### config.mk
export PLATFORM = sky130hd
export DESIGN_NAME = adder_share_arbiter
export DESIGN_NICKNAME = d
export VERILOG_FILES = /design/src/rtl/adder_arb_pkg.sv /design/src/rtl/rca_adder.sv /design/src/rtl/adder_share_arbiter.sv
export SDC_FILE = /design/constraint.sdc
export NUM_CORES = 1
export LEC_CHECK = 0
export ABC_AREA = 1
export CORE_MARGIN = 2
export CORE_UTILIZATION = 47
export CTS_CLUSTER_DIAMETER = 80
export DETAILED_ROUTE_END_ITERATION = 8
export PLACE_DENSITY = 0.86
export SYNTH_ARGS = -nofsm -noshare
export SYNTH_HDL_FRONTEND = slang
export SYNTH_HIERARCHICAL = 1
export SYNTH_SLANG_ARGS = --single-unit
### constraint.sdc
create_clock -name clk -period 8.93 [get_ports clk]
set_input_delay 1.786 -clock clk [delete_from_list [all_inputs] [get_ports clk]]
set_output_delay 1.786 -clock clk [all_outputs]
set_load 0.005 [all_outputs]
### src/rtl/adder_arb_pkg.sv
// Shared definitions for the adder-sharing arbiter: FSM encoding, default sizes
// and the requester-id width helper.
package adder_arb_pkg;

    localparam int N_DEF    = 8;
    localparam int NREQ_DEF = 4;

    typedef enum logic [1:0] {
        ST_IDLE = 2'd0,
        ST_CALC = 2'd1,
        ST_DONE = 2'd2
    } state_t;

    // Never narrower than one bit, so a single-requester build still has an id port.
    function automatic int id_width(input int nreq);
        return (nreq <= 2) ? 1 : $clog2(nreq);
    endfunction

endpackage

### src/rtl/rca_adder.sv
// N-bit ripple-carry adder built as an explicit chain of full-adder cells.
module rca_adder #(
    parameter int N = 8
) (
    input  logic [N-1:0] a,
    input  logic [N-1:0] b,
    input  logic         cin,
    output logic [N-1:0] sum,
    output logic         cout
);

    logic [N:0] c;

    assign c[0] = cin;

    for (genvar i = 0; i < N; i++) begin : g_fa
        assign sum[i]   = a[i] ^ b[i] ^ c[i];
        assign c[i+1]   = (a[i] & b[i]) | (c[i] & (a[i] ^ b[i]));
    end

    assign cout = c[N];

endmodule

### src/rtl/adder_share_arbiter.sv
// Shares one ripple-carry adder among NREQ valid/ready requesters, one op in flight.
// ADD_ARB_ROUND_ROBIN_EN selects round-robin arbitration; otherwise lowest index wins.
//
// state | meaning
// IDLE  | offer req_ready to the arbitration winner, latch its operands on handshake
// CALC  | adder sees latched operands; result registered at the edge
// DONE  | result held on res_* until res_ready
module adder_share_arbiter
    import adder_arb_pkg::*;
#(
    parameter int N    = N_DEF,
    parameter int NREQ = NREQ_DEF,
    parameter int ID_W = id_width(NREQ)
) (
    input  logic              clk,
    input  logic              rst,
    input  logic [NREQ-1:0]   req_valid,
    output logic [NREQ-1:0]   req_ready,
    input  logic [NREQ*N-1:0] req_a,
    input  logic [NREQ*N-1:0] req_b,
    output logic              res_valid,
    input  logic              res_ready,
    output logic [N-1:0]      res_sum,
    output logic              res_carry,
    output logic [ID_W-1:0]   res_id
);

    state_t          state, state_nxt;
    logic [N-1:0]    a_q, b_q;
    logic [ID_W-1:0] id_q;
    logic [ID_W-1:0] grant;
    logic            any_valid;
    logic            accept;
    logic [N-1:0]    add_sum;
    logic            add_cout;

    assign any_valid = |req_valid;

`ifdef ADD_ARB_ROUND_ROBIN_EN
    logic [ID_W-1:0] ptr;

    // Walk downward so the candidate closest to the pointer is the last to win.
    function automatic logic [ID_W-1:0] arb_pick(input logic [NREQ-1:0] v,
                                                 input logic [ID_W-1:0] p);
        logic [ID_W-1:0] g;
        int              idx;
        g = '0;
        for (int k = NREQ - 1; k >= 0; k--) begin
            idx = (int'(p) + k) % NREQ;
            if (v[idx]) g = ID_W'(idx);
        end
        return g;
    endfunction

    assign grant = arb_pick(req_valid, ptr);

    always_ff @(posedge clk or posedge rst) begin
        if (rst) begin
            ptr <= '0;
        end else if (accept) begin
            ptr <= (grant == ID_W'(NREQ - 1)) ? '0 : grant + 1'b1;
        end
    end
`else
    function automatic logic [ID_W-1:0] arb_pick(input logic [NREQ-1:0] v);
        logic [ID_W-1:0] g;
        g = '0;
        for (int k = NREQ - 1; k >= 0; k--) begin
            if (v[k]) g = ID_W'(k);
        end
        return g;
    endfunction

    assign grant = arb_pick(req_valid);
`endif

    always_comb begin
        state_nxt = state;
        req_ready = '0;
        accept    = 1'b0;
        case (state)
            ST_IDLE: begin
                // rst gating keeps req_ready low for the whole reset pulse
                if (any_valid && !rst) begin
                    req_ready[grant] = 1'b1;
                    accept           = 1'b1;
                    state_nxt        = ST_CALC;
                end
            end
            ST_CALC: state_nxt = ST_DONE;
            ST_DONE: if (res_ready) state_nxt = ST_IDLE;
            default: state_nxt = ST_IDLE;
        endcase
    end

    always_ff @(posedge clk or posedge rst) begin
        if (rst) begin
            state <= ST_IDLE;
        end else begin
            state <= state_nxt;
        end
    end

    always_ff @(posedge clk or posedge rst) begin
        if (rst) begin
            a_q  <= '0;
            b_q  <= '0;
            id_q <= '0;
        end else if (accept) begin
            a_q  <= req_a[grant*N +: N];
            b_q  <= req_b[grant*N +: N];
            id_q <= grant;
        end
    end

    rca_adder #(.N(N)) u_adder (
        .a    (a_q),
        .b    (b_q),
        .cin  (1'b0),
        .sum  (add_sum),
        .cout (add_cout)
    );

    always_ff @(posedge clk or posedge rst) begin
        if (rst) begin
            res_valid <= 1'b0;
            res_sum   <= '0;
            res_carry <= 1'b0;
            res_id    <= '0;
        end else if (state == ST_CALC) begin
            res_valid <= 1'b1;
            res_sum   <= add_sum;
            res_carry <= add_cout;
            res_id    <= id_q;
        end else if (state == ST_DONE && res_ready) begin
            res_valid <= 1'b0;
        end
    end

endmodule

==> results.txt <==
* Unrepaired setup endpoints after global routing: false
* Xor and xnor fraction of the mapped netlist area: 0%
* Endpoint of the most critical register-to-register path: res_sum[7]
- Cells fill 70.57% of the core in the end.
* Cells after synthesis: 300
- Max-slew headroom at the worst pin: 22.58%
* Root Buffer: clkbuf_8
- Routed via count divided by cell count: 4.875
- Worst setup path endpoint: req_ready[0]
* Maximum clock frequency: 171.9 MHz
- In this run, post-CTS repair resized a total of 0 instances.
- Basic-gate share of the synthesized area counting and, or, nand and nor cells: 41.69%
* CTS H-tree depth: 2
- Summed over all layers, the global routing overflow is 0.
- Max-cap violation count: 0
- Dividing the detail-routed wire length by the instance count gives 11.85 µm.
- Once detailed placement completed, the half-perimeter wirelength came to 4152 µm.
* Number of distinct library cells after synthesis: 21
* Run status: finished, final reports clean
* Critical Path AT: 4.03 ns
- The count of nets left with antenna violations once routing finished came out at 0.
- Initial antenna violation count: 0
- Slew at the pin with the worst max-slew slack: 1.160 ns
* Number of optimization iterations in the first detailed-route pass: 4
- Remaining design rule violation count: 0
- Horiz. Die Dim: 71.33 µm
* Worst setup EP type: output pin
- The setup path with the least slack is of type input pin to output pin.
- Overall fraction of global-route tracks in use: 21.84%
- Critical path startpoint: req_valid[2]
- The die covers 5088 µm².
- Floorplan row count: 24
- Fin Setup TNS: 0 ns
- Maximum vdd drop: 0.1093 mV
- Synth Area in Adders: 7.516%
- In this run, synthesis produced a sequential element count of 32.
* Final number of setup-violating endpoints: 0
* Initial Utilization: 48.94%
* Largest net degree at the start of global routing: 35
- Summing the areas of all compound-gate instances in the mapped netlist gives 3.112% of the synthesized area.
- In this run the static leakage power is 0.001521 µW.
- Synth Net Count: 379
- Path category of the worst min-delay check: register to register
- Pwr Total: 710.7 µW
* Clock skew after layout: 0.001373 ns
* Critical path launch point type: input pin
* Crit path time final: 5.818 ns
- Yosys printed 6 warnings.
- Total I/O pin count: 87
* Post-synthesis area per instance: 7.103 µm²
- The detailed router finished its first iteration with 104 violations.
- Measured against the total synthesized area, the mux share comes to 0%.
- Leaving out fill and tap cells, the most frequent cell in the layout is nand2_1.
- Final Wtd Congestion: 0.8237
- Largest family of logic cells by synthesized area: simple AND/OR/NAND/NOR gates
- Port bufs: 86
- The number of clock buffers added by TritonCTS is 5.
- The total count of hold-check failures in the final report came to 0.
- Core region area: 4354 µm²
* Number of hold buffers added after cts: 0
- Commonest cells after routing, fill and taps aside: nand2_1 (117), clkdlybuf4s50_1 (86), nand3_1 (59)
* Buffer levels on the longest clock path: 2
- RR Startpoint: a_q[0]
- Final period util: 65.15%
- Of all nets on the critical path, the largest fanout is 19.
- CTS saw 32 sinks.
* Growth of design area from synthesis to finish: 44.22%
- Via count of the first global-routing pass: 2,037
- After clock tree synthesis, the setup repair step added 0 buffers.
* Depth of the worst register-to-register path: 14
- Power Density: 231.3 nW/µm²
- Post-synthesis sequential area ratio: 37.58%
* Ratio of cells with drive above 1 in the final layout: 6.316%
* Diodes inserted: 0
- Post-synth design cell area: 2131 µm²
* Number of nets in the layout: 458
- Skew-Pair Late Insertion Delay: 0.28 ns
* DRT Wirelength: 5119 µm
* Clock slew at the register clock pins of the worst setup and hold paths: 0.06 ns
- Worst Path Required: 7.14 ns
- Across all register-to-register paths, the minimum setup slack is 5.10 ns.
- CTS tree: done
- Via count: 2,106
- The number of pins exceeding their max-slew limit in the final report was 0.
- The die is 71.33 µm tall.
- First-pass GRT wire length: 8859 µm
-- logic make-up (layout without fill, tap and decap cells) --
family,after synthesis,after routing
flops,32,32
compound gates,11,11
simple gates,202,202
other cells,1,1
buf+inv,46,126
fa+ha+maj,8,8
-- cells in the mapped netlist --
master | n | share of area [%]
o21ai_1 | 1 | 0.23
buf_2 | 4 | 0.94
fa_1 | 8 | 7.5
a21oi_1 | 6 | 1.4
o21ai_4 | 1 | 0.76
buf_4 | 5 | 1.8
inv_2 | 6 | 1.1
inv_1 | 26 | 4.6
nand2_1 | 117 | 21
clkbuf_1 | 3 | 0.53
nand3_1 | 59 | 14
nand2_2 | 4 | 1.2
conb_1 | 1 | 0.18
nor3_1 | 3 | 0.70
o21ai_0 | 3 | 0.70
nand2_4 | 1 | 0.53
nand3_2 | 2 | 0.94
buf_6 | 2 | 1.1
dfrtp_1 | 32 | 38
nor2_1 | 13 | 2.3
nor2_4 | 3 | 1.6
-- state kept, by name, summed over array words and instances, names as in the netlist --
| register | cells |
|---|---|
| b_q | 8 |
| state | 2 |
| a_q | 8 |
| res_valid | 1 |
| id_q | 2 |
| res_carry | 1 |
| res_id | 2 |
| res_sum | 8 |
-- area by class of cell --
class                      count  area [µm²]
sequential                    32       800.8
clock buffer                   6       72.57
clock inverter                 2       35.03
fill                         350        1281
multi-input combinational    222        1119
inverter                      32       120.1
tap                           52       65.06
timing repair buffer          86       860.8
-- per-layer routing --
metal	share of wire (%)	GRT usage, %	vias up
met5	0	0	-
met4	0.82	6.080	0
met3	5.9	4.501	2
met2	49	36.42	72
met1	44	28.99	940
li1	-	-	1092
-- through the flow --
step	instance area (µm²)	setup WS, ns	std cells	hold slack (ns)
after floorplan	2131	4.560	300	0.4492
after global placement	2965	3.173	424	0.4523
after detailed placement	2965	3.127	424	0.4580
after CTS	3073	3.135	432	0.4743
after global routing	3073	3.010	432	0.5122
final	3073	3.112	432	0.4717
-- where the power goes --
| part | switching, µW | internal [µW] | total, µW |
|---|---|---|---|
| logic | 159 | 158 | 316 |
| registers | 46.9 | 213 | 260 |
| clock network | 51.4 | 82.7 | 134 |
| total | 257 | 454 | 711 |
-- how the worst min path moves through the flow --
stage | start | endpoint | slack [ns] | depth (start not counted)
6_report | res_sum[7] | res_sum[7] | 0.47 | 2
5_1_grt | res_sum[2] | res_sum[2] | 0.51 | 2
4_1_cts | res_sum[7] | res_sum[7] | 0.47 | 2
3_5_place_dp | res_sum[7] | res_sum[7] | 0.46 | 2
3_3_place_gp | res_sum[4] | res_sum[4] | 0.45 | 2
2_1_floorplan | id_q[0] | res_id[0] | 0.45 | 2
-- critical path, cell delays in order --
cell and delay, ns:
clkdlybuf4s50_1 0.96, inv_2 0.12, nand3_2 0.17, nand2_2 0.18, nor3_1 0.27, clkdlybuf4s50_1 0.54
Note: power is estimated with default switching activity, not from simulation.
